--- src/rtl/rgb_pwm_pkg.sv ---
// Shared types and constants for the RGB PWM driver.
package rgb_pwm_pkg;

  typedef enum logic [1:0] {
    IDLE    = 2'd0,
    PENDING = 2'd1,
    FADING  = 2'd2
  } state_e;

  localparam int   DUTY_W  = 8;
  localparam logic LED_OFF = 1'b1;

  // One fade step toward target; the 9-bit sum keeps 255+step from wrapping.
  function automatic logic [DUTY_W-1:0] fadeToward(input logic [DUTY_W-1:0] cur,
                                                   input logic [DUTY_W-1:0] target,
                                                   input logic [DUTY_W-1:0] step);
    logic [DUTY_W:0] sum;
    sum = {1'b0, cur} + {1'b0, step};
    if (cur < target)
      fadeToward = (sum >= {1'b0, target}) ? target : sum[DUTY_W-1:0];
    else
      fadeToward = ((cur - target) <= step) ? target : cur - step;
  endfunction

endpackage

--- src/rtl/rgb_pwm_if.sv ---
// Colour handshake between a colour producer (master) and the PWM driver (slave).
interface rgb_pwm_if;
  import rgb_pwm_pkg::*;

  logic              color_valid;
  logic              color_ready;
  logic [DUTY_W-1:0] color_r;
  logic [DUTY_W-1:0] color_g;
  logic [DUTY_W-1:0] color_b;

  modport master (output color_valid, color_r, color_g, color_b, input color_ready);
  modport slave  (input color_valid, color_r, color_g, color_b, output color_ready);

endinterface

--- src/rtl/rgb_pwm_channel.sv ---
// One PWM colour channel: duty register, optional fade toward a target, registered pin.
// Fade logic is present only when RGB_PWM_FADE_EN is defined.
module rgb_pwm_channel
  import rgb_pwm_pkg::*;
`ifdef RGB_PWM_FADE_EN
#(
  parameter int FADE_STEP = 4
)
`endif
(
  input  logic              clk48,
  input  logic              rst_n,
  input  logic [DUTY_W-1:0] pwmCnt_i,
  input  logic              periodStart_i,
  input  logic              load_i,
  input  logic [DUTY_W-1:0] loadVal_i,
`ifdef RGB_PWM_FADE_EN
  output logic              atTarget_o,
`endif
  output logic              pin_o
);

  logic [DUTY_W-1:0] duty_q, duty_d;
  logic              pin_q;

`ifdef RGB_PWM_FADE_EN
  logic [DUTY_W-1:0] target_q, target_d;

  // atTarget_o reports the post-step duty, so the FSM can leave on the final step.
  always_comb begin
    target_d = target_q;
    duty_d   = duty_q;
    if (periodStart_i) begin
      if (load_i) target_d = loadVal_i;
      duty_d = fadeToward(duty_q, target_d, DUTY_W'(FADE_STEP));
    end
  end

  assign atTarget_o = (duty_d == target_d);

  always_ff @(posedge clk48) begin
    if (!rst_n) target_q <= '0;
    else        target_q <= target_d;
  end
`else
  always_comb begin
    duty_d = duty_q;
    if (periodStart_i && load_i) duty_d = loadVal_i;
  end
`endif

  always_ff @(posedge clk48) begin
    if (!rst_n) begin
      duty_q <= '0;
      pin_q  <= LED_OFF;
    end else begin
      duty_q <= duty_d;
      pin_q  <= ~(pwmCnt_i < duty_q);
    end
  end

  assign pin_o = pin_q;

endmodule

--- src/rtl/rgb_pwm_driver.sv ---
// Active-low RGB LED PWM driver; colours are accepted by handshake and applied on period wrap.
// Define RGB_PWM_FADE_EN to fade each channel toward the new colour by FADE_STEP per period.
module rgb_pwm_driver
  import rgb_pwm_pkg::*;
#(
  parameter int PRESCALE = 188
`ifdef RGB_PWM_FADE_EN
  , parameter int FADE_STEP = 4
`endif
) (
  input  logic       clk48,
  input  logic       rst_n,
  rgb_pwm_if.slave   color,
  output logic       period_start_o,
  output logic       busy_o,
  output logic       rgb_led0_r_o,
  output logic       rgb_led0_g_o,
  output logic       rgb_led0_b_o
);

  localparam int PRE_W = (PRESCALE > 1) ? $clog2(PRESCALE) : 1;

  logic [PRE_W-1:0]         preCnt_q, preCnt_d;
  logic [DUTY_W-1:0]        pwmCnt_q, pwmCnt_d;
  logic                     periodStart_q;
  logic                     tick, wrap, transfer, loadCh;
  state_e                   state_q, state_d;
  logic [2:0][DUTY_W-1:0]   pend_q, pend_d;
  logic [2:0]               pins;
`ifdef RGB_PWM_FADE_EN
  logic [2:0]               atTarget;
`endif

  // wrap marks the edge where pwmCnt goes 255->0; duties load on that same edge.
  assign tick     = (preCnt_q == PRE_W'(PRESCALE - 1));
  assign wrap     = tick && (pwmCnt_q == '1);
  assign transfer = color.color_valid && color.color_ready;

  always_comb begin
    preCnt_d = tick ? '0 : preCnt_q + 1'b1;
    pwmCnt_d = tick ? pwmCnt_q + 1'b1 : pwmCnt_q;
    pend_d   = pend_q;
    if (transfer) pend_d = {color.color_b, color.color_g, color.color_r};
  end

  always_ff @(posedge clk48) begin
    if (!rst_n) begin
      preCnt_q      <= '0;
      pwmCnt_q      <= '0;
      periodStart_q <= 1'b0;
      pend_q        <= '0;
      state_q       <= IDLE;
    end else begin
      preCnt_q      <= preCnt_d;
      pwmCnt_q      <= pwmCnt_d;
      periodStart_q <= wrap;
      pend_q        <= pend_d;
      state_q       <= state_d;
    end
  end

  always_comb begin
    state_d = state_q;
    case (state_q)
      IDLE:    if (transfer) state_d = PENDING;
`ifdef RGB_PWM_FADE_EN
      PENDING: if (wrap) state_d = (&atTarget) ? IDLE : FADING;
      FADING:  if (wrap && (&atTarget)) state_d = IDLE;
`else
      PENDING: if (wrap) state_d = IDLE;
`endif
      default: state_d = IDLE;
    endcase
  end

  always_comb begin
    color.color_ready = (state_q == IDLE);
    busy_o            = (state_q != IDLE);
    loadCh            = (state_q == PENDING);
  end

  for (genvar i = 0; i < 3; i++) begin : g_ch
`ifdef RGB_PWM_FADE_EN
    rgb_pwm_channel #(.FADE_STEP(FADE_STEP)) u_ch (
      .clk48        (clk48),
      .rst_n        (rst_n),
      .pwmCnt_i     (pwmCnt_q),
      .periodStart_i(wrap),
      .load_i       (loadCh),
      .loadVal_i    (pend_q[i]),
      .atTarget_o   (atTarget[i]),
      .pin_o        (pins[i])
    );
`else
    rgb_pwm_channel u_ch (
      .clk48        (clk48),
      .rst_n        (rst_n),
      .pwmCnt_i     (pwmCnt_q),
      .periodStart_i(wrap),
      .load_i       (loadCh),
      .loadVal_i    (pend_q[i]),
      .pin_o        (pins[i])
    );
`endif
  end

  assign period_start_o = periodStart_q;
  assign rgb_led0_r_o   = pins[0];
  assign rgb_led0_g_o   = pins[1];
  assign rgb_led0_b_o   = pins[2];

endmodule

--- src/flat_wrapper.sv ---
// flat-port wrapper written by rule: the top's interface ports become plain ports
module rgb_pwm_driver_flat import rgb_pwm_pkg::*;
#(
  parameter int PRESCALE = 188

)
  (clk48, rst_n, period_start_o, busy_o, rgb_led0_r_o, rgb_led0_g_o, rgb_led0_b_o, color_color_valid, color_color_r, color_color_g, color_color_b, color_color_ready);
  rgb_pwm_if color_i ();
  input  logic clk48;
  input  logic rst_n;
  output logic period_start_o;
  output logic busy_o;
  output logic rgb_led0_r_o;
  output logic rgb_led0_g_o;
  output logic rgb_led0_b_o;
  input wire logic [$bits(color_i.color_valid)-1:0] color_color_valid;
  input wire logic [$bits(color_i.color_r)-1:0] color_color_r;
  input wire logic [$bits(color_i.color_g)-1:0] color_color_g;
  input wire logic [$bits(color_i.color_b)-1:0] color_color_b;
  output wire logic [$bits(color_i.color_ready)-1:0] color_color_ready;
  assign color_i.color_valid = color_color_valid;
  assign color_i.color_r = color_color_r;
  assign color_i.color_g = color_color_g;
  assign color_i.color_b = color_color_b;
  assign color_color_ready = color_i.color_ready;
  rgb_pwm_driver #(.PRESCALE(PRESCALE)) u_core (.clk48(clk48), .rst_n(rst_n), .color(color_i), .period_start_o(period_start_o), .busy_o(busy_o), .rgb_led0_r_o(rgb_led0_r_o), .rgb_led0_g_o(rgb_led0_g_o), .rgb_led0_b_o(rgb_led0_b_o));
endmodule
--- config.mk ---
export PLATFORM = sky130hd
export DESIGN_NAME = rgb_pwm_driver_flat
export DESIGN_NICKNAME = d
export VERILOG_FILES = /design/src/rtl/rgb_pwm_pkg.sv /design/src/rtl/rgb_pwm_if.sv /design/src/rtl/rgb_pwm_channel.sv /design/src/rtl/rgb_pwm_driver.sv /design/src/flat_wrapper.sv
export SDC_FILE = /design/constraint.sdc
export NUM_CORES = 1
export LEC_CHECK = 0
export ABC_AREA = 1
export ABC_CLOCK_PERIOD_IN_PS = 1700
export CORE_MARGIN = 4
export CORE_UTILIZATION = 28
export DETAILED_ROUTE_END_ITERATION = 8
export GPL_ROUTABILITY_DRIVEN = 0
export PLACE_DENSITY = 0.53
export SYNTH_ARGS = -nofsm -noshare
export SYNTH_HDL_FRONTEND = slang
export SYNTH_SLANG_ARGS = --single-unit
--- constraint.sdc ---
create_clock -name clk48 -period 1.7 [get_ports clk48]
set_input_delay 0.255 -clock clk48 [delete_from_list [all_inputs] [get_ports clk48]]
set_output_delay 0.255 -clock clk48 [all_outputs]
set_load 0.03 [all_outputs]
==> metrics.md, run 1 <==
| Metric | Value |
|---|---|
| Average detailed-routed wire length per instance | 11.95 um |
| Remaining antenna violation count after routing | 0 |
| HPWL Detailed | 4744 um |
| Starting utilization of the core area | 28.62% |
| Max-slew violation count | 0 |
| Final #Nets | 535 |
| Post-synthesis cell type count | 24 |
| MaxCap Viol Count | 0 |
| Remaining routing DRC violations | 0 |
| Max-Slew Margin vs Limit | 66.35% |
| PwrDens | 939.5 nW/um2 |
| Total vias in the final route | 2856 |
| Synthesized flop and latch total | 69 |
| Clk sinks | 69 |
| Path type of the worst setup path | flop to primary output |
| Register area | 1383 um2 |
| Fraction of power spent switching nets | 21.44% |
| Area after detailed placement | 3771 um2 |
| Root Buffer | sky130_fd_sc_hd__clkbuf_16 |
| Clk_lat worst skew | 0.34 ns |
| Clk pin slew, worst setup/hold paths | 0.05 ns |
| Synthesized netlist net count | 497 |
| Arr. time, crit path | 1.38 ns |
| Clock tree from TritonCTS | yes |
| Multi-input logic area | 1533 um2 |
| Mean instance size in the synthesized netlist | 7.342 um2 |
| Site Rows | 39 |
| Sequential-to-total area share from yosys stat | 42.09% |
| Number of antenna cells inserted | 0 |
| Total die area | 13520 um2 |
| Core outline area | 11470 um2 |
| Die height | 116.3 um |
| H-Tree Level Count | 3 |
| Detailed Routing Iterations Pass 1 | 4 |
| Number of instances in the synthesized netlist | 447 |
| Pin count of the biggest net entering global routing | 58 |
| Top achievable clock speed | 613.0 MHz |
| Class of the worst hold path | flop to flop |
| Via density | 4.512 |
| Number of global-route vias before repair | 2705 |
| Final clock period utilization by the worst path | 95.96% |
| Cell types occupying the most area after synthesis | sky130_fd_sc_hd__dfxtp_1 (42%), sky130_fd_sc_hd__a21oi_1 (9.6%), sky130_fd_sc_hd__ha_1 (8.8%), sky130_fd_sc_hd__nand2_1 (8.2%), sky130_fd_sc_hd__inv_1 (7.5%) |
| Fraction of final layout cells with drive strength greater than 1 | 8.776% |
| Global-route wire length before repair | 12030 um |
| Initial drt markers | 195 |
| PnR Total Power | 3.946 mW |
| Pre-CTS worst setup slack | 0.1026 ns |
| Num CTS Buffers | 9 |
| Antenna violations before repair | 0 |
| Data required time of the worst path | 1.44 ns |
| Combined global-route utilization of all metal layers | 11.25% |
| Shortest period the worst path allows | 1.631 ns |
| Slew at the pin with the worst max-slew slack | 0.5047 ns |
| Comb power frac | 6.4% |
| GRT overflow | 0 |
| Number of I/O port buffers | 32 |
| Static leakage | 1.682 nW |
| Finish-stage setup viols | 0 |
| Maximum resistive drop on vdd | 0.4546 mV |
| Share of the synthesized area in the top cell type | 42.09% |
| Relative area change from synthesis to final layout | 27.98% |
| Proportion of power drawn by flip-flops and latches | 42.7% |
| Kind of start point of the critical path | flop |
| Setup ws final | 0.06875 ns |
| Critical Path Sink Type | primary output |
| Portion of total power attributed to the clock network | 50.9% |
| Biggest fanout along the worst timing path | 2 |
| Library cell with the largest summed area after synthesis | sky130_fd_sc_hd__dfxtp_1 |
| Switching power | 846.0 uW |
| Post-Layout Inst Area | 4200 um2 |
| Count of endpoints failing hold in the final timing report | 0 |
| Total of fill cells in the finished design | 1205 |
| Ports placed on the boundary | 33 |
| Internal power component | 3.100 mW |
| Clock tree buffer depth | 2 |
| Final core utilization | 36.63% |
| Setup clock skew after layout | 0.009320 ns |
| Number of hold-repair buffers added at the cts stage | 0 |
| YS warnings | 0 |
| Status | finished clean |
| Syn Std Cell Area | 3282 um2 |
| Die boundary width | 116.3 um |
| Total detailed-routing wirelength | 7566 um |
-- cell usage in the layout (no fill, tap or decap), types with 2 or more instances in the layout --
| cell | n |
|---|---|
| sky130_fd_sc_hd__ha_1 | 22 |
| sky130_fd_sc_hd__clkinv_2 | 2 |
| sky130_fd_sc_hd__nand2_2 | 3 |
| sky130_fd_sc_hd__bufinv_16 | 2 |
| sky130_fd_sc_hd__clkdlybuf4s50_1 | 31 |
| sky130_fd_sc_hd__o2111a_1 | 3 |
| sky130_fd_sc_hd__nor2_4 | 2 |
| sky130_fd_sc_hd__buf_4 | 12 |
| sky130_fd_sc_hd__nor3_1 | 2 |
| sky130_fd_sc_hd__nand3_1 | 33 |
| sky130_fd_sc_hd__nand2_1 | 72 |
| sky130_fd_sc_hd__o21ai_0 | 31 |
| sky130_fd_sc_hd__a21oi_1 | 63 |
| sky130_fd_sc_hd__buf_12 | 3 |
| sky130_fd_sc_hd__buf_6 | 2 |
| sky130_fd_sc_hd__dfxtp_1 | 68 |
| sky130_fd_sc_hd__nor2_1 | 45 |
| sky130_fd_sc_hd__inv_1 | 66 |
| sky130_fd_sc_hd__nand4_1 | 7 |
| sky130_fd_sc_hd__clkbuf_16 | 11 |
-- path summary, 6_finish.rpt --
path | depth (start not counted) | start | endpoint | slack [ns]
worst max register to register | 10 | u_core.pwmCnt_q[0] | u_core.g_ch[1].u_ch.duty_q[5] | 0.12
worst min register to register | 1 | u_core.preCnt_q[0] | u_core.preCnt_q[0] | 0.41
worst min-delay path | 1 | u_core.preCnt_q[0] | u_core.preCnt_q[0] | 0.41
worst max-delay path | 2 | u_core.state_q[0] | color_color_ready | 0.07
-- stage by stage --
step           hold slack, ns   TNS [ns]  instances
2_1_floorplan          0.4176          0        447
3_3_place_gp           0.4299          0        611
3_5_place_dp           0.4446          0        611
4_1_cts                0.4527          0        627
5_1_grt                0.4454  -0.002514        633
6_report               0.4133          0        633
-- metal layers --
layer,track usage (%),wire length (um)
met1,14.34,3688
met2,17.70,3520
met3,2.850,254
met4,5.491,103
met5,0,0
-- state kept, by name, summed over array words and instances, names as in the netlist --
name and cells:
u_core.period_start_o 1, u_core.preCnt_q 8, u_core.g_ch.u_ch.duty_q 24, u_core.g_ch.u_ch.pin_o 3, u_core.state_q 1, u_core.pend_q 24, u_core.pwmCnt_q 8
-- area by class of cell --
| type | count | area share (%) |
|---|---|---|
| clock buffer | 10 | 5.690 |
| multi-input combinational | 289 | 36.49 |
| timing repair buffer | 50 | 12.69 |
| tap | 143 | 4.260 |
| inverter | 66 | 5.898 |
| sequential | 69 | 32.92 |
| clock inverter | 6 | 2.055 |
-- power groups by stage --
stage | registers (mW) | clock network [mW] | logic [mW]
after floorplan | 1.72 | 0 | 0.151
after global placement | 1.72 | 0 | 0.249
after detailed placement | 1.72 | 0 | 0.254
after CTS | 1.68 | 2.07 | 0.254
after global routing | 1.69 | 2.14 | 0.287
final | 1.68 | 2.01 | 0.251
-- logic make-up after synthesis --
logic type / Yosys count / share of synthesized area (%)
flops: 69 / 42.09
fa+ha+maj: 23 / 8.769
compound gates: 97 / 15.36
xor+xnor: 2 / 0.5338
buf+inv: 89 / 11.28
simple gates: 167 / 21.96
-- what timing repair did --
item / CTS / global route
resized for setup: 0 / 2
setup endpoints to repair: 0 / 24
buffers inserted: 0 / 2
-- critical path, cell delays in order, from the launching register on --
cell and delay [ns]:
sky130_fd_sc_hd__dfxtp_1 0.31, sky130_fd_sc_hd__inv_1 0.07, sky130_fd_sc_hd__clkdlybuf4s50_1 0.67
-- cell usage after synthesis --
library cell	n
sky130_fd_sc_hd__buf_6	1
sky130_fd_sc_hd__buf_2	5
sky130_fd_sc_hd__clkbuf_1	10
sky130_fd_sc_hd__o2111a_1	3
sky130_fd_sc_hd__xnor2_1	1
sky130_fd_sc_hd__nor3_1	2
sky130_fd_sc_hd__nor2_2	1
sky130_fd_sc_hd__nand3_1	33
sky130_fd_sc_hd__nor3b_1	1
sky130_fd_sc_hd__nand3b_1	1
sky130_fd_sc_hd__buf_8	1
sky130_fd_sc_hd__dfxtp_1	69
sky130_fd_sc_hd__xor2_1	1
sky130_fd_sc_hd__nand2_1	72
sky130_fd_sc_hd__inv_1	66
sky130_fd_sc_hd__o21ai_0	31
sky130_fd_sc_hd__buf_4	3
sky130_fd_sc_hd__buf_1	3
sky130_fd_sc_hd__nor2_1	45
sky130_fd_sc_hd__a21oi_1	63
sky130_fd_sc_hd__nand4_1	7
sky130_fd_sc_hd__nor2_4	2
sky130_fd_sc_hd__nand2_2	3
sky130_fd_sc_hd__ha_1	23
Power figures use the tool's default switching activity.
==> run 2: changes to the inputs <==
Settings changed: ABC_CLOCK_PERIOD_IN_PS 1700 to 1500, GPL_TIMING_DRIVEN from default to 0, PLACE_DENSITY 0.53 to 0.55.
Clock period 1.7 ns to 1.5 ns, I/O delays scaled along.
==> metrics.md, run 2 (synthesis results as in run 1) <==
| Metric | Value |
|---|---|
| CP Launch Point | u_core.pwmCnt_q[0] |
| Starting utilization of the core area | 28.62% |
| Startpoint of the worst register-to-register path | u_core.pwmCnt_q[0] |
| Maximum resistive drop on vdd | 0.5484 mV |
| Global-route wire length before repair | 13140 um |
| MaxCap Viol Count | 0 |
| Average detailed-routed wire length per instance | 12.21 um |
| Max-slew violation count | 0 |
| Number of antenna cells inserted | 0 |
| Clock tree from TritonCTS | yes |
| Setup repair after global routing missed its margin | yes |
| Top achievable clock speed | 664.3 MHz |
| Area after detailed placement | 3782 um2 |
| Critical R2R Capture | u_core.g_ch[1].u_ch.duty_q[5] |
| Kind of start point of the critical path | flop |
| Fraction of final layout cells with drive strength greater than 1 | 14.03% |
| Post-Layout Inst Area | 4307 um2 |
| Site Rows | 39 |
| Count of endpoints failing hold in the final timing report | 0 |
| Final core utilization | 37.56% |
| Combined global-route utilization of all metal layers | 12.50% |
| Initial drt markers | 104 |
| Shortest period the worst path allows | 1.505 ns |
| Clk pin slew, worst setup/hold paths | 0.05 ns |
| Path type of the worst setup path | flop to flop |
| Total vias in the final route | 2939 |
| Clock tree buffer depth | 2 |
| Biggest fanout along the worst timing path | 8 |
| Pre-CTS worst setup slack | -0.4806 ns |
| Final clock period utilization by the worst path | 100.4% |
| Critical Path Sink Type | flop |
| Data required time of the worst path | 1.78 ns |
| Die boundary width | 116.3 um |
| Die height | 116.3 um |
| Class of the worst hold path | flop to flop |
| Status | finished, violations left |
| Remaining routing DRC violations | 0 |
| Critical path destination | u_core.g_ch[1].u_ch.duty_q[5] |
| R2r worst-path depth | 10 |
| Setup clock skew after layout | 0.005521 ns |
| Arr. time, crit path | 1.78 ns |
| Root Buffer | sky130_fd_sc_hd__clkbuf_16 |
| Relative area change from synthesis to final layout | 31.22% |
| Total die area | 13520 um2 |
| Largest registers ranked by flip-flop count | u_core.g_ch.u_ch.duty_q x24, u_core.pend_q x24 |
| Commonest cells after routing, fill and taps aside | sky130_fd_sc_hd__nand2_1 (70), sky130_fd_sc_hd__inv_1 (66), sky130_fd_sc_hd__a21oi_1 (58), sky130_fd_sc_hd__dfxtp_1 (58), sky130_fd_sc_hd__nor2_1 (44) |
| Register area | 1403 um2 |
| Core outline area | 11470 um2 |
| Remaining antenna violation count after routing | 0 |
| H-Tree Level Count | 3 |
| Clk sinks | 69 |
| Final #Nets | 551 |
| Via density | 4.529 |
| Total of fill cells in the finished design | 1187 |
| Clk_lat worst skew | 0.34 ns |
| Violated checks | negative setup slack |
| Number of global-route vias before repair | 2817 |
| PwrDens | 1033 nW/um2 |
| Most common cell after layout, fill and taps aside | sky130_fd_sc_hd__nand2_1 |
| Max-Slew Margin vs Limit | 63.31% |
| HPWL Detailed | 5583 um |
| Finish-stage setup viols | 2 |
| Multi-input logic area | 1602 um2 |
| Total detailed-routing wirelength | 7926 um |
| Antenna violations before repair | 0 |
| Ports placed on the boundary | 33 |
| Number of I/O port buffers | 32 |
| GRT overflow | 0 |
| Pin count of the biggest net entering global routing | 12 |
| Static leakage | 1.717 nW |
| Slew at the pin with the worst max-slew slack | 0.5504 ns |
| Number of hold-repair buffers added at the cts stage | 0 |
| Detailed Routing Iterations Pass 1 | 5 |
| Num CTS Buffers | 9 |
| Setup ws final | -0.005341 ns |
| Reg-to-reg setup timing slack | -0.005 ns |
==> run 2: layer usage <==
| metal | track usage (%) | vias to the layer above | part of all wire, % |
|---|---|---|---|
| li1 | - | 1556 | - |
| met2 | 20.02 | 53 | 47 |
| met1 | 15.78 | 1315 | 47 |
| met5 | 0 | - | 0 |
| met3 | 2.435 | 15 | 3.2 |
| met4 | 6.883 | 0 | 2.7 |
==> run 2: cell type report <==
| cell class | count | area share (%) |
|---|---|---|
| repair buffers | 43 | 9.762 |
| well taps | 143 | 4.155 |
| clock buffers | 11 | 5.404 |
| multi-input cells | 289 | 37.19 |
| clock inverters | 5 | 1.743 |
| flip-flops and latches | 69 | 32.57 |
| plain buffers | 23 | 3.428 |
| inverters | 66 | 5.752 |
==> run 2: how the worst min path moves through the flow <==
stage	cells after the start	from	endpoint
after floorplan	2	color_color_valid	u_core.state_q[0]
after global placement	1	u_core.preCnt_q[0]	u_core.preCnt_q[0]
after detailed placement	1	u_core.preCnt_q[0]	u_core.preCnt_q[0]
after CTS	2	u_core.pend_q[12]	u_core.pend_q[12]
after global routing	2	u_core.pend_q[19]	u_core.pend_q[19]
final	2	u_core.pend_q[18]	u_core.pend_q[18]
==> run 2: where the power goes <==
| part | total, mW | internal [mW] | leakage (nW) | switching, mW |
|---|---|---|---|---|
| clock network | 2.23 | 1.45 | 0.153 | 0.779 |
| logic | 0.314 | 0.134 | 0.996 | 0.180 |
| registers | 1.91 | 1.89 | 0.568 | 0.0191 |
| total | 4.45 | 3.47 | 1.72 | 0.979 |
==> run 2: worst max-delay path, stage by stage, from the launching register on <==
cell                        delay [ns]
sky130_fd_sc_hd__dfxtp_4          0.37
sky130_fd_sc_hd__ha_4             0.14
sky130_fd_sc_hd__nand2_2          0.06
sky130_fd_sc_hd__nor2_4           0.10
sky130_fd_sc_hd__nand2_2          0.08
sky130_fd_sc_hd__nor2_4           0.13
sky130_fd_sc_hd__buf_12           0.14
sky130_fd_sc_hd__buf_8            0.13
sky130_fd_sc_hd__clkbuf_16        0.14
sky130_fd_sc_hd__a21oi_1          0.05
sky130_fd_sc_hd__nor2_1           0.09
==> run 2: timing repair <==
| action | in CTS | in global routing |
|---|---|---|
| setup endpoints to repair | 43 | 37 |
| cloned | 2 | 3 |
| setup buffers | 4 | 2 |
| hold endpoints to repair | 0 | 0 |
| gates resized for setup | 29 | 23 |
| pin swaps | 4 | 10 |
==> run 2: metrics by stage <==
step           power, mW   TNS [ns]  cells  hold WS (ns)
4_1_cts            4.500          0    644        0.4600
6_report           4.447  -0.006429    649        0.4548
2_1_floorplan      2.121          0    447        0.4035
3_3_place_gp       2.249     -15.33    622        0.4297
5_1_grt            4.621     -1.444    649        0.4679
3_5_place_dp       2.255     -14.80    622        0.4450
